--- src/rtl/fail_log_pkg.sv ---
// Shared types for the failure logger: FSM states, default widths, log entry layout.
package fail_log_pkg;
  localparam int FL_ADDR_W = 10;
  localparam int FL_CNT_W  = 16;

  typedef enum logic [1:0] {S_IDLE, S_SETTLE, S_RUN} fl_state_e;

  typedef struct packed {
    logic                 chan;
    logic [FL_ADDR_W-1:0] addr;
  } log_entry_t;

  function automatic log_entry_t mk_entry(input logic chan, input logic [FL_ADDR_W-1:0] addr);
    mk_entry = '{chan: chan, addr: addr};
  endfunction
endpackage

--- src/rtl/fail_logger_if.sv ---
// Strobe inputs, readout handshake and status outputs of fail_logger.
interface fail_logger_if #(
  parameter int ADDR_W    = 10,
  parameter int CNT_W     = 16,
  parameter int LOG_DEPTH = 16
);
  logic                         arm;
  logic                         error_1;
  logic                         error_2;
  logic [ADDR_W-1:0]            error_address_1;
  logic [ADDR_W-1:0]            error_address_2;
  logic                         rd_en;
  logic                         rd_valid;
  logic [ADDR_W:0]              rd_data;
  logic [$clog2(LOG_DEPTH):0]   log_count;
  logic [CNT_W-1:0]             fail_cnt_1;
  logic [CNT_W-1:0]             fail_cnt_2;
  logic                         dropped;
  logic                         running;

  modport master (
    output arm, error_1, error_2, error_address_1, error_address_2, rd_en,
    input  rd_valid, rd_data, log_count, fail_cnt_1, fail_cnt_2, dropped, running
  );
  modport slave (
    input  arm, error_1, error_2, error_address_1, error_address_2, rd_en,
    output rd_valid, rd_data, log_count, fail_cnt_1, fail_cnt_2, dropped, running
  );
endinterface

--- src/rtl/fail_log_fifo.sv ---
// Dual-push / single-pop FIFO; push_b lands after push_a when both fire. Caller gates pushes on free space.
module fail_log_fifo #(
  parameter int W     = 11,
  parameter int DEPTH = 16
) (
  input  logic                     clk,
  input  logic                     rst,
  input  logic                     i_clr,
  input  logic                     i_push_a,
  input  logic [W-1:0]             i_data_a,
  input  logic                     i_push_b,
  input  logic [W-1:0]             i_data_b,
  input  logic                     i_pop,
  output logic                     o_rd_valid,
  output logic [W-1:0]             o_rd_data,
  output logic [$clog2(DEPTH):0]   o_count
);
  localparam int AW = $clog2(DEPTH);
  localparam int CW = AW + 1;

  logic [W-1:0]  r_mem [DEPTH];
  logic [AW-1:0] r_wp, r_rp;
  logic [CW-1:0] r_count;
  logic          w_pop;

  assign w_pop   = i_pop && (r_count != '0);
  assign o_count = r_count;

  always_ff @(posedge clk) begin
    if (!i_clr) begin
      if (i_push_a) r_mem[r_wp] <= i_data_a;
      if (i_push_b) r_mem[r_wp + AW'(i_push_a)] <= i_data_b;
    end
  end

  always_ff @(posedge clk or posedge rst) begin
    if (rst) begin
      r_wp       <= '0;
      r_rp       <= '0;
      r_count    <= '0;
      o_rd_valid <= 1'b0;
      o_rd_data  <= '0;
    end else if (i_clr) begin
      r_wp       <= '0;
      r_rp       <= '0;
      r_count    <= '0;
      o_rd_valid <= 1'b0;
    end else begin
      r_wp       <= r_wp + AW'(i_push_a) + AW'(i_push_b);
      r_count    <= r_count + CW'(i_push_a) + CW'(i_push_b) - CW'(w_pop);
      o_rd_valid <= w_pop;
      if (w_pop) begin
        o_rd_data <= r_mem[r_rp];
        r_rp      <= r_rp + 1'b1;
      end
    end
  end
endmodule

--- src/rtl/fail_logger.sv ---
// Per-channel failure counter and address logger with arm/settle/run control.
// Optional FAIL_LOG_DEDUP_EN: skip logging a repeat of a channel's last logged address.
module fail_logger
  import fail_log_pkg::*;
#(
  parameter int ADDR_W    = FL_ADDR_W,
  parameter int CNT_W     = FL_CNT_W,
  parameter int LOG_DEPTH = 16,
  parameter int SETTLE    = 5
) (
  input logic          clk_slow_even,
  input logic          reset,
  fail_logger_if.slave bus
);
  localparam int CW = $clog2(LOG_DEPTH) + 1;
  localparam int SW = $clog2(SETTLE + 1);

  fl_state_e     r_state;
  logic [SW-1:0] r_settle;
  logic [CNT_W-1:0] r_cnt1, r_cnt2;
  logic          r_dropped, r_running;
  logic          w_run, w_dup1, w_dup2, w_want1, w_want2, w_wr1, w_wr2, w_drop;
  logic [CW-1:0] w_count, w_free;

`ifdef FAIL_LOG_DEDUP_EN
  logic [ADDR_W-1:0] r_last1, r_last2;
  logic              r_lv1, r_lv2;

  assign w_dup1 = r_lv1 && (r_last1 == bus.error_address_1);
  assign w_dup2 = r_lv2 && (r_last2 == bus.error_address_2);

  always_ff @(posedge clk_slow_even or posedge reset) begin
    if (reset) begin
      r_last1 <= '0; r_lv1 <= 1'b0;
      r_last2 <= '0; r_lv2 <= 1'b0;
    end else if (bus.arm) begin
      r_last1 <= '0; r_lv1 <= 1'b0;
      r_last2 <= '0; r_lv2 <= 1'b0;
    end else begin
      if (w_wr1) begin r_last1 <= bus.error_address_1; r_lv1 <= 1'b1; end
      if (w_wr2) begin r_last2 <= bus.error_address_2; r_lv2 <= 1'b1; end
    end
  end
`else
  assign w_dup1 = 1'b0;
  assign w_dup2 = 1'b0;
`endif

  // Free space is taken before this cycle's pop, so a pop only helps next cycle.
  assign w_run   = (r_state == S_RUN) && !bus.arm;
  assign w_want1 = w_run && bus.error_1 && !w_dup1;
  assign w_want2 = w_run && bus.error_2 && !w_dup2;
  assign w_free  = CW'(LOG_DEPTH) - w_count;
  assign w_wr1   = w_want1 && (w_free != '0);
  assign w_wr2   = w_want2 && (w_free > CW'(w_wr1));
  assign w_drop  = (w_want1 && !w_wr1) || (w_want2 && !w_wr2);

  always_ff @(posedge clk_slow_even or posedge reset) begin
    if (reset) begin
      r_state   <= S_IDLE;
      r_settle  <= '0;
      r_cnt1    <= '0;
      r_cnt2    <= '0;
      r_dropped <= 1'b0;
      r_running <= 1'b0;
    end else if (bus.arm) begin
      r_state   <= S_SETTLE;
      r_settle  <= '0;
      r_cnt1    <= '0;
      r_cnt2    <= '0;
      r_dropped <= 1'b0;
      r_running <= 1'b0;
    end else begin
      case (r_state)
        S_SETTLE: begin
          if (r_settle == SW'(SETTLE - 1)) begin
            r_state   <= S_RUN;
            r_running <= 1'b1;
          end else begin
            r_settle <= r_settle + 1'b1;
          end
        end
        S_RUN: begin
          if (bus.error_1 && (r_cnt1 != '1)) r_cnt1 <= r_cnt1 + 1'b1;
          if (bus.error_2 && (r_cnt2 != '1)) r_cnt2 <= r_cnt2 + 1'b1;
          if (w_drop) r_dropped <= 1'b1;
        end
        default: ;
      endcase
    end
  end

  fail_log_fifo #(.W(ADDR_W + 1), .DEPTH(LOG_DEPTH)) u_fifo (
    .clk        (clk_slow_even),
    .rst        (reset),
    .i_clr      (bus.arm),
    .i_push_a   (w_wr1),
    .i_data_a   ({1'b0, bus.error_address_1}),
    .i_push_b   (w_wr2),
    .i_data_b   ({1'b1, bus.error_address_2}),
    .i_pop      (bus.rd_en && !bus.arm),
    .o_rd_valid (bus.rd_valid),
    .o_rd_data  (bus.rd_data),
    .o_count    (w_count)
  );

  assign bus.log_count  = w_count;
  assign bus.fail_cnt_1 = r_cnt1;
  assign bus.fail_cnt_2 = r_cnt2;
  assign bus.dropped    = r_dropped;
  assign bus.running    = r_running;
endmodule

--- src/flat_wrapper.sv ---
// flat-port wrapper written by rule: the top's interface ports become plain ports
module fail_logger_flat import fail_log_pkg::*;
#(
  parameter int ADDR_W    = FL_ADDR_W,
  parameter int CNT_W     = FL_CNT_W,
  parameter int LOG_DEPTH = 16,
  parameter int SETTLE    = 5
)
  (clk_slow_even, reset, bus_arm, bus_error_1, bus_error_2, bus_error_address_1, bus_error_address_2, bus_rd_en, bus_rd_valid, bus_rd_data, bus_log_count, bus_fail_cnt_1, bus_fail_cnt_2, bus_dropped, bus_running);
  fail_logger_if #(.ADDR_W(ADDR_W), .CNT_W(CNT_W), .LOG_DEPTH(LOG_DEPTH)) bus_i ();
  input logic clk_slow_even;
  input logic reset;
  input wire logic [$bits(bus_i.arm)-1:0] bus_arm;
  input wire logic [$bits(bus_i.error_1)-1:0] bus_error_1;
  input wire logic [$bits(bus_i.error_2)-1:0] bus_error_2;
  input wire logic [$bits(bus_i.error_address_1)-1:0] bus_error_address_1;
  input wire logic [$bits(bus_i.error_address_2)-1:0] bus_error_address_2;
  input wire logic [$bits(bus_i.rd_en)-1:0] bus_rd_en;
  output wire logic [$bits(bus_i.rd_valid)-1:0] bus_rd_valid;
  output wire logic [$bits(bus_i.rd_data)-1:0] bus_rd_data;
  output wire logic [$bits(bus_i.log_count)-1:0] bus_log_count;
  output wire logic [$bits(bus_i.fail_cnt_1)-1:0] bus_fail_cnt_1;
  output wire logic [$bits(bus_i.fail_cnt_2)-1:0] bus_fail_cnt_2;
  output wire logic [$bits(bus_i.dropped)-1:0] bus_dropped;
  output wire logic [$bits(bus_i.running)-1:0] bus_running;
  assign bus_i.arm = bus_arm;
  assign bus_i.error_1 = bus_error_1;
  assign bus_i.error_2 = bus_error_2;
  assign bus_i.error_address_1 = bus_error_address_1;
  assign bus_i.error_address_2 = bus_error_address_2;
  assign bus_i.rd_en = bus_rd_en;
  assign bus_rd_valid = bus_i.rd_valid;
  assign bus_rd_data = bus_i.rd_data;
  assign bus_log_count = bus_i.log_count;
  assign bus_fail_cnt_1 = bus_i.fail_cnt_1;
  assign bus_fail_cnt_2 = bus_i.fail_cnt_2;
  assign bus_dropped = bus_i.dropped;
  assign bus_running = bus_i.running;
  fail_logger #(.ADDR_W(ADDR_W), .CNT_W(CNT_W), .LOG_DEPTH(LOG_DEPTH), .SETTLE(SETTLE)) u_core (.clk_slow_even(clk_slow_even), .reset(reset), .bus(bus_i));
endmodule
--- config.mk ---
export PLATFORM = sky130hd
export DESIGN_NAME = fail_logger_flat
export DESIGN_NICKNAME = d
export VERILOG_FILES = /design/src/rtl/fail_log_pkg.sv /design/src/rtl/fail_logger_if.sv /design/src/rtl/fail_log_fifo.sv /design/src/rtl/fail_logger.sv /design/src/flat_wrapper.sv
export SDC_FILE = /design/constraint.sdc
export NUM_CORES = 1
export LEC_CHECK = 0
export ABC_AREA = 0
export CORE_ASPECT_RATIO = 1.75
export CORE_MARGIN = 8
export CORE_UTILIZATION = 40
export CTS_CLUSTER_SIZE = 12
export DETAILED_ROUTE_END_ITERATION = 8
export SLEW_MARGIN = 20
export SYNTH_ARGS = -nofsm -noshare
export SYNTH_HDL_FRONTEND = slang
export SYNTH_HIERARCHICAL = 1
export SYNTH_SLANG_ARGS = --single-unit
--- constraint.sdc ---
create_clock -name clk_slow_even -period 5 [get_ports clk_slow_even]
set_clock_uncertainty 0.2 [all_clocks]
set_input_delay 1.25 -clock clk_slow_even [delete_from_list [all_inputs] [get_ports clk_slow_even]]
set_output_delay 1.25 -clock clk_slow_even [all_outputs]
set_load 0.02 [all_outputs]
# [Word level (Yosys, flattened, before mapping)]
# Memory sizes are Yosys's and may differ from the RTL's. A register that Yosys moved wholly into a read port is not among the register bits.
# Cells that the tools add are included.
[totals] ff_bits=53 mem_bits_rw=176 input_bits=26 elab_cells=88 memories=1
[mem_list] name="u_core.u_fifo.r_mem" words=16 width=11 rd=1 rd_clocked_by_memory_dff=1 write_ports=2 line_no="fail_log_fifo.sv:21" source="logic [W-1:0] r_mem [DEPTH];"
[op_classes] n_addsub=10 order_cmp=1 eq_ne=6 mux=29 bitwise_logic=1 reduce_logical=30
[op_table] operator="16-bit two-way mux" count=6
[op_table] operator="16-bit by 1-bit adder with 16-bit output, second input constant" count=2
[op_table] operator="16-bit != test, second input constant" count=2
[op_table] operator="2-bit nonzero test" count=7
[op_table] operator="1-bit two-way mux" count=13
[op_table] operator="4-bit two-way mux" count=3
[op_table] operator="2-bit AND reduction" count=6
[op_table] operator="1-bit logical AND" count=11
[op_table] operator="5-bit by 1-bit adder with 5-bit output" count=2
[op_table] operator="5-bit nonzero test" count=2
[op_table] operator="3-bit two-way mux" count=3
[op_table] operator="4-bit by 1-bit adder with 4-bit output" count=2
[op_table] operator="2-bit two-way mux" count=3
[op_table] operator="5-bit by 1-bit > comparator with 1-bit output" count=1
[op_table] operator="5-bit two-way mux" count=1
[op_table] operator="5-bit by 1-bit subtractor with 5-bit output" count=1
[op_table] operator="5-bit subtractor, first input constant" count=1
[op_table] operator="4-bit by 1-bit adder with 4-bit output, second input constant" count=1
[op_table] operator="3-bit by 1-bit adder with 3-bit output, second input constant" count=1
[op_table] operator="3-bit == test, second input constant" count=1
[op_table] operator="1-bit logical NOT" count=3
[op_table] operator="2-bit by 1-bit == test with 1-bit output, second input constant" count=1
[op_table] operator="2-bit == test, second input constant" count=1
[op_table] operator="2-bit != test, second input constant" count=1
[op_table] operator="2 further kinds" count=2

# [Longest topological paths before layout]
[logic_depth] depth_word=12 mapped_depth=17 ltp_nobuf=17

# [Hierarchy]
# Netlist, hierarchy kept.
[modules_own_cells] mod="fail_log_fifo" instances=1 cells_per_inst=661 area_each_um2=10367.4 seq_area_each_um2=5910.7
[modules_own_cells] mod="fail_logger" instances=1 cells_per_inst=252 area_each_um2=2304.7 seq_area_each_um2=950.9

# [Worst setup path before layout]
# No wires, ideal clock.
[synth_timing] kind="in2reg" start="input bus_arm" end="memory u_core.u_fifo.r_mem[9][0], enable pin" setup_ps=394 arrival_ps=3847 required_ps=4406 slack_ps=558 path_stages=12 n_path_buf=3 path_cell_list="clkbuf_1 > clkbuf_1 > a211oi_1 > ha_1 > o21bai_1 > o21ba_2 > nor2b_1 > nand2_1 > nor2_1 > nand2_1 > buf_2 > o21ai_0"
[synth_lines] item="from (decl)" line_no="flat_wrapper.sv:13" source="input wire logic [$bits(bus_i.arm)-1:0] bus_arm;"
[synth_lines] item="to (decl)" line_no="fail_log_fifo.sv:21"

==> impl_metrics.json <==
{
  "dp_hpwl_microns": 22900,
  "grt_usage": 0.169,
  "hold_viol_final": 0,
  "hold_buffers": 0,
  "synth_xor_area_frac": 0.00968,
  "cp_max_fo": 9,
  "synth_mux_area_frac": 0.258,
  "synth_compound_area_frac": 0.0605,
  "antenna_cells": 0,
  "critPathKind": "in -> reg",
  "synth_top_family_by_area": "multiplexers",
  "ir_drop_uv": 220,
  "grt_overflow_total": 0,
  "worstMarginPinSlew_ps": 764,
  "ios": 77,
  "ys_async_sr_fraction": 0.264,
  "yosysUniqueCellTypes": 59,
  "synthCells": 913,
  "crit_required_ps": 5080,
  "fp-row-count": 86,
  "end_kind": "flip-flop",
  "cts_setup_buffers": 0,
  "cts_tree": "done",
  "num_vias": 7941,
  "firstDrtPassIters": 5,
  "status": "finished, final reports clean",
  "finalSetupViolations": 0,
  "netlist_area_sq_um": 12700,
  "finalCritPeriodShare": 0.874,
  "p_total_mw": 4.84,
  "stdcell_area_sq_um": 14800,
  "cts_resized": 0,
  "numClockSinks": 239,
  "synthAdderAreaFrac": 0.0190,
  "start_kind": "input pin",
  "drtIter0Drc": 332,
  "yosys_register_bits": 239,
  "relSlewSlack": 0.491,
  "fmax_ghz": 0.229,
  "power_density_nw_per_um2": 328,
  "layout_common_cells": "mux2_2 (197), edfxtp_1 (176), clkdlybuf4s50_1 (75)",
  "placed_cell_area_sq_um": 14000,
  "p_leak_nw": 5.02,
  "synthSimpleGateAreaFrac": 0.0795,
  "core_area_sq_um": 31300,
  "maxCapViolCount": 0,
  "ys_seq_area_frac": 0.541,
  "cp_slowest_cell": "clkdlybuf4s50_1",
  "critPathMaxStageDelay_ps": 520,
  "initial_core_util": 0.405,
  "antenna_found_initial": 0,
  "drive_gt1_frac": 0.331,
  "grt_first_pass_wirelength_microns": 49200,
  "grt_max_degree": 68,
  "fin_tns_setup_ps": 0,
  "final_common_cell": "mux2_2",
  "wirelength_microns": 31700,
  "synth-edff-count": 176,
  "clockBufferDepth": 3,
  "dpl.cell_count": 1373,
  "cts_root_buf": "clkbuf_16",
  "crit_arrival_ps": 4450,
  "htreeDepth": 1,
  "crit_chain": "clkdlybuf4s50_1, nand3b_1, a211oi_1, ha_1, o21bai_1, o21ba_2, nor2b_1, nand2_1, nor3_2, buf_4, mux2_2",
  "path_buf_inv": 2,
  "drcViolationCount": 0,
  "die_w_microns": 151,
  "ys.flop_type": "edfxtp_1",
  "vias_per_cell": 5.60,
  "crit_family": "simple AND/OR/NAND/NOR gates",
  "routedWlPerCell_microns": 22.4,
  "final_util": 0.472,
  "area_growth_pct": 16.7,
  "slew_violations": 0,
  "fp.dieH_microns": 251,
  "num-nets-final": 1048,
  "path_clk_slew_ps": 60,
  "grt_pass1_vias": 8563,
  "yosysWarnings": 6,
  "drtAntennaViolNets": 0,
  "io_buffers": 76,
  "die-area_sq_um": 37900,
  "cts_buffers": 25,
  "finalCriticalPeriod_ps": 4370,
  "holdCritPathClass": "reg -> reg",
  "rsz0062_at_grt": "no",
  "fin_cells": 1419,
  "insertion_delay_ps": 530,
  "avgSynthCellArea_sq_um": 13.9,
  "gp_congestion": 0.889
}
==> report_power, final <==
group          total [mW]  internal (mW)  switching [mW]
registers            2.30           2.21          0.0964
logic               0.793          0.408           0.385
clock network        1.75          0.981           0.769
total                4.84           3.59            1.25
==> flip-flops by register name, summed over array words and instances (netlist names) <==
signal,cells
u_core/u_fifo/r_mem,176
u_core/bus.fail_cnt_1,16
u_core/bus.fail_cnt_2,16
u_core/u_fifo/o_rd_data,11
u_core/u_fifo/o_count,5
u_core/u_fifo/r_rp,4
u_core/u_fifo/r_wp,4
u_core/r_settle,3
u_core/r_state,2
u_core/bus.dropped,1
u_core/u_fifo/o_rd_valid,1
==> cell families (layout without fill, tap and decap cells) <==
kind of cell,Yosys count,count (layout)
flops,239,239
fa+ha+maj,18,18
simple gates,183,183
compound gates,118,118
xor+xnor,14,14
mux,246,246
buf+inv,93,191
other cells,2,14
==> final cells by class <==
type                    count  area, sq um
inverters                  22         82.6
clock buffers              42          719
flip-flops and latches    239         6870
clock inverters             4         30.0
fillers                  2791        16500
well taps                 396          495
multi-input cells         593         5470
repair buffers            123         1130
==> Yosys cell counts, types with 3 or more instances <==
cell | instances | share of area
mux2_2 | 197 | 0.18
edfxtp_1 | 176 | 0.42
dfrtp_1 | 63 | 0.12
mux4_2 | 45 | 0.080
nor2_1 | 39 | 0.012
clkbuf_1 | 38 | 0.011
a21oi_1 | 32 | 0.013
nand2_1 | 31 | 0.0092
nor2b_1 | 31 | 0.015
buf_2 | 27 | 0.011
inv_1 | 21 | 0.0062
a211oi_1 | 17 | 0.010
o22ai_1 | 17 | 0.0084
ha_1 | 16 | 0.016
o21ai_0 | 16 | 0.0063
nand3_1 | 15 | 0.0059
or4_1 | 14 | 0.0083
o31ai_1 | 11 | 0.0065
xnor2_1 | 9 | 0.0062
or3_1 | 7 | 0.0035
and3_1 | 5 | 0.0025
nor3_1 | 5 | 0.0020
o41ai_1 | 5 | 0.0035
xor2_1 | 5 | 0.0035
and2_1 | 4 | 0.0020
buf_1 | 4 | 0.0012
mux2i_1 | 4 | 0.0032
nand2b_1 | 4 | 0.0020
nand4_1 | 4 | 0.0020
nand4b_1 | 4 | 0.0028
nor4_1 | 4 | 0.0020
o21bai_1 | 4 | 0.0024
or2_2 | 4 | 0.0020
o311ai_0 | 3 | 0.0021
==> routing by layer <==
layer  GRT usage  vias up  wire length [microns]
li1            -     3698                      -
met1       0.172     4035                  11300
met2       0.336      164                  18400
met3      0.0194       44                   1290
met4      0.0605        0                    787
met5           0        -                      0
==> metrics by stage <==
stage          hold WS [ps]  worst slack [ps]
4_1_cts                 348               658
2_1_floorplan           316               558
6_report                348               629
3_5_place_dp            333               121
5_1_grt                 374               444
3_3_place_gp            317               187
==> path summary, 6_finish.rpt <==
kind                                             from                          to  slack (ps)  depth (start not counted)
max                                       bus_error_1   u_core/u_fifo/r_mem[5][4]         630                         11
min                        u_core/u_fifo/o_rd_data[3]  u_core/u_fifo/o_rd_data[3]         350                          1
max reg2reg                  u_core/u_fifo/o_count[1]   u_core/u_fifo/r_mem[5][4]        1160                         11
min reg2reg                u_core/u_fifo/o_rd_data[3]  u_core/u_fifo/o_rd_data[3]         350                          1
max in group asynchronous                       reset    u_core/bus.fail_cnt_1[6]        2800                          3
min in group asynchronous                       reset  u_core/u_fifo/o_rd_data[2]         960                          2
(Power assumes the default switching activity.)
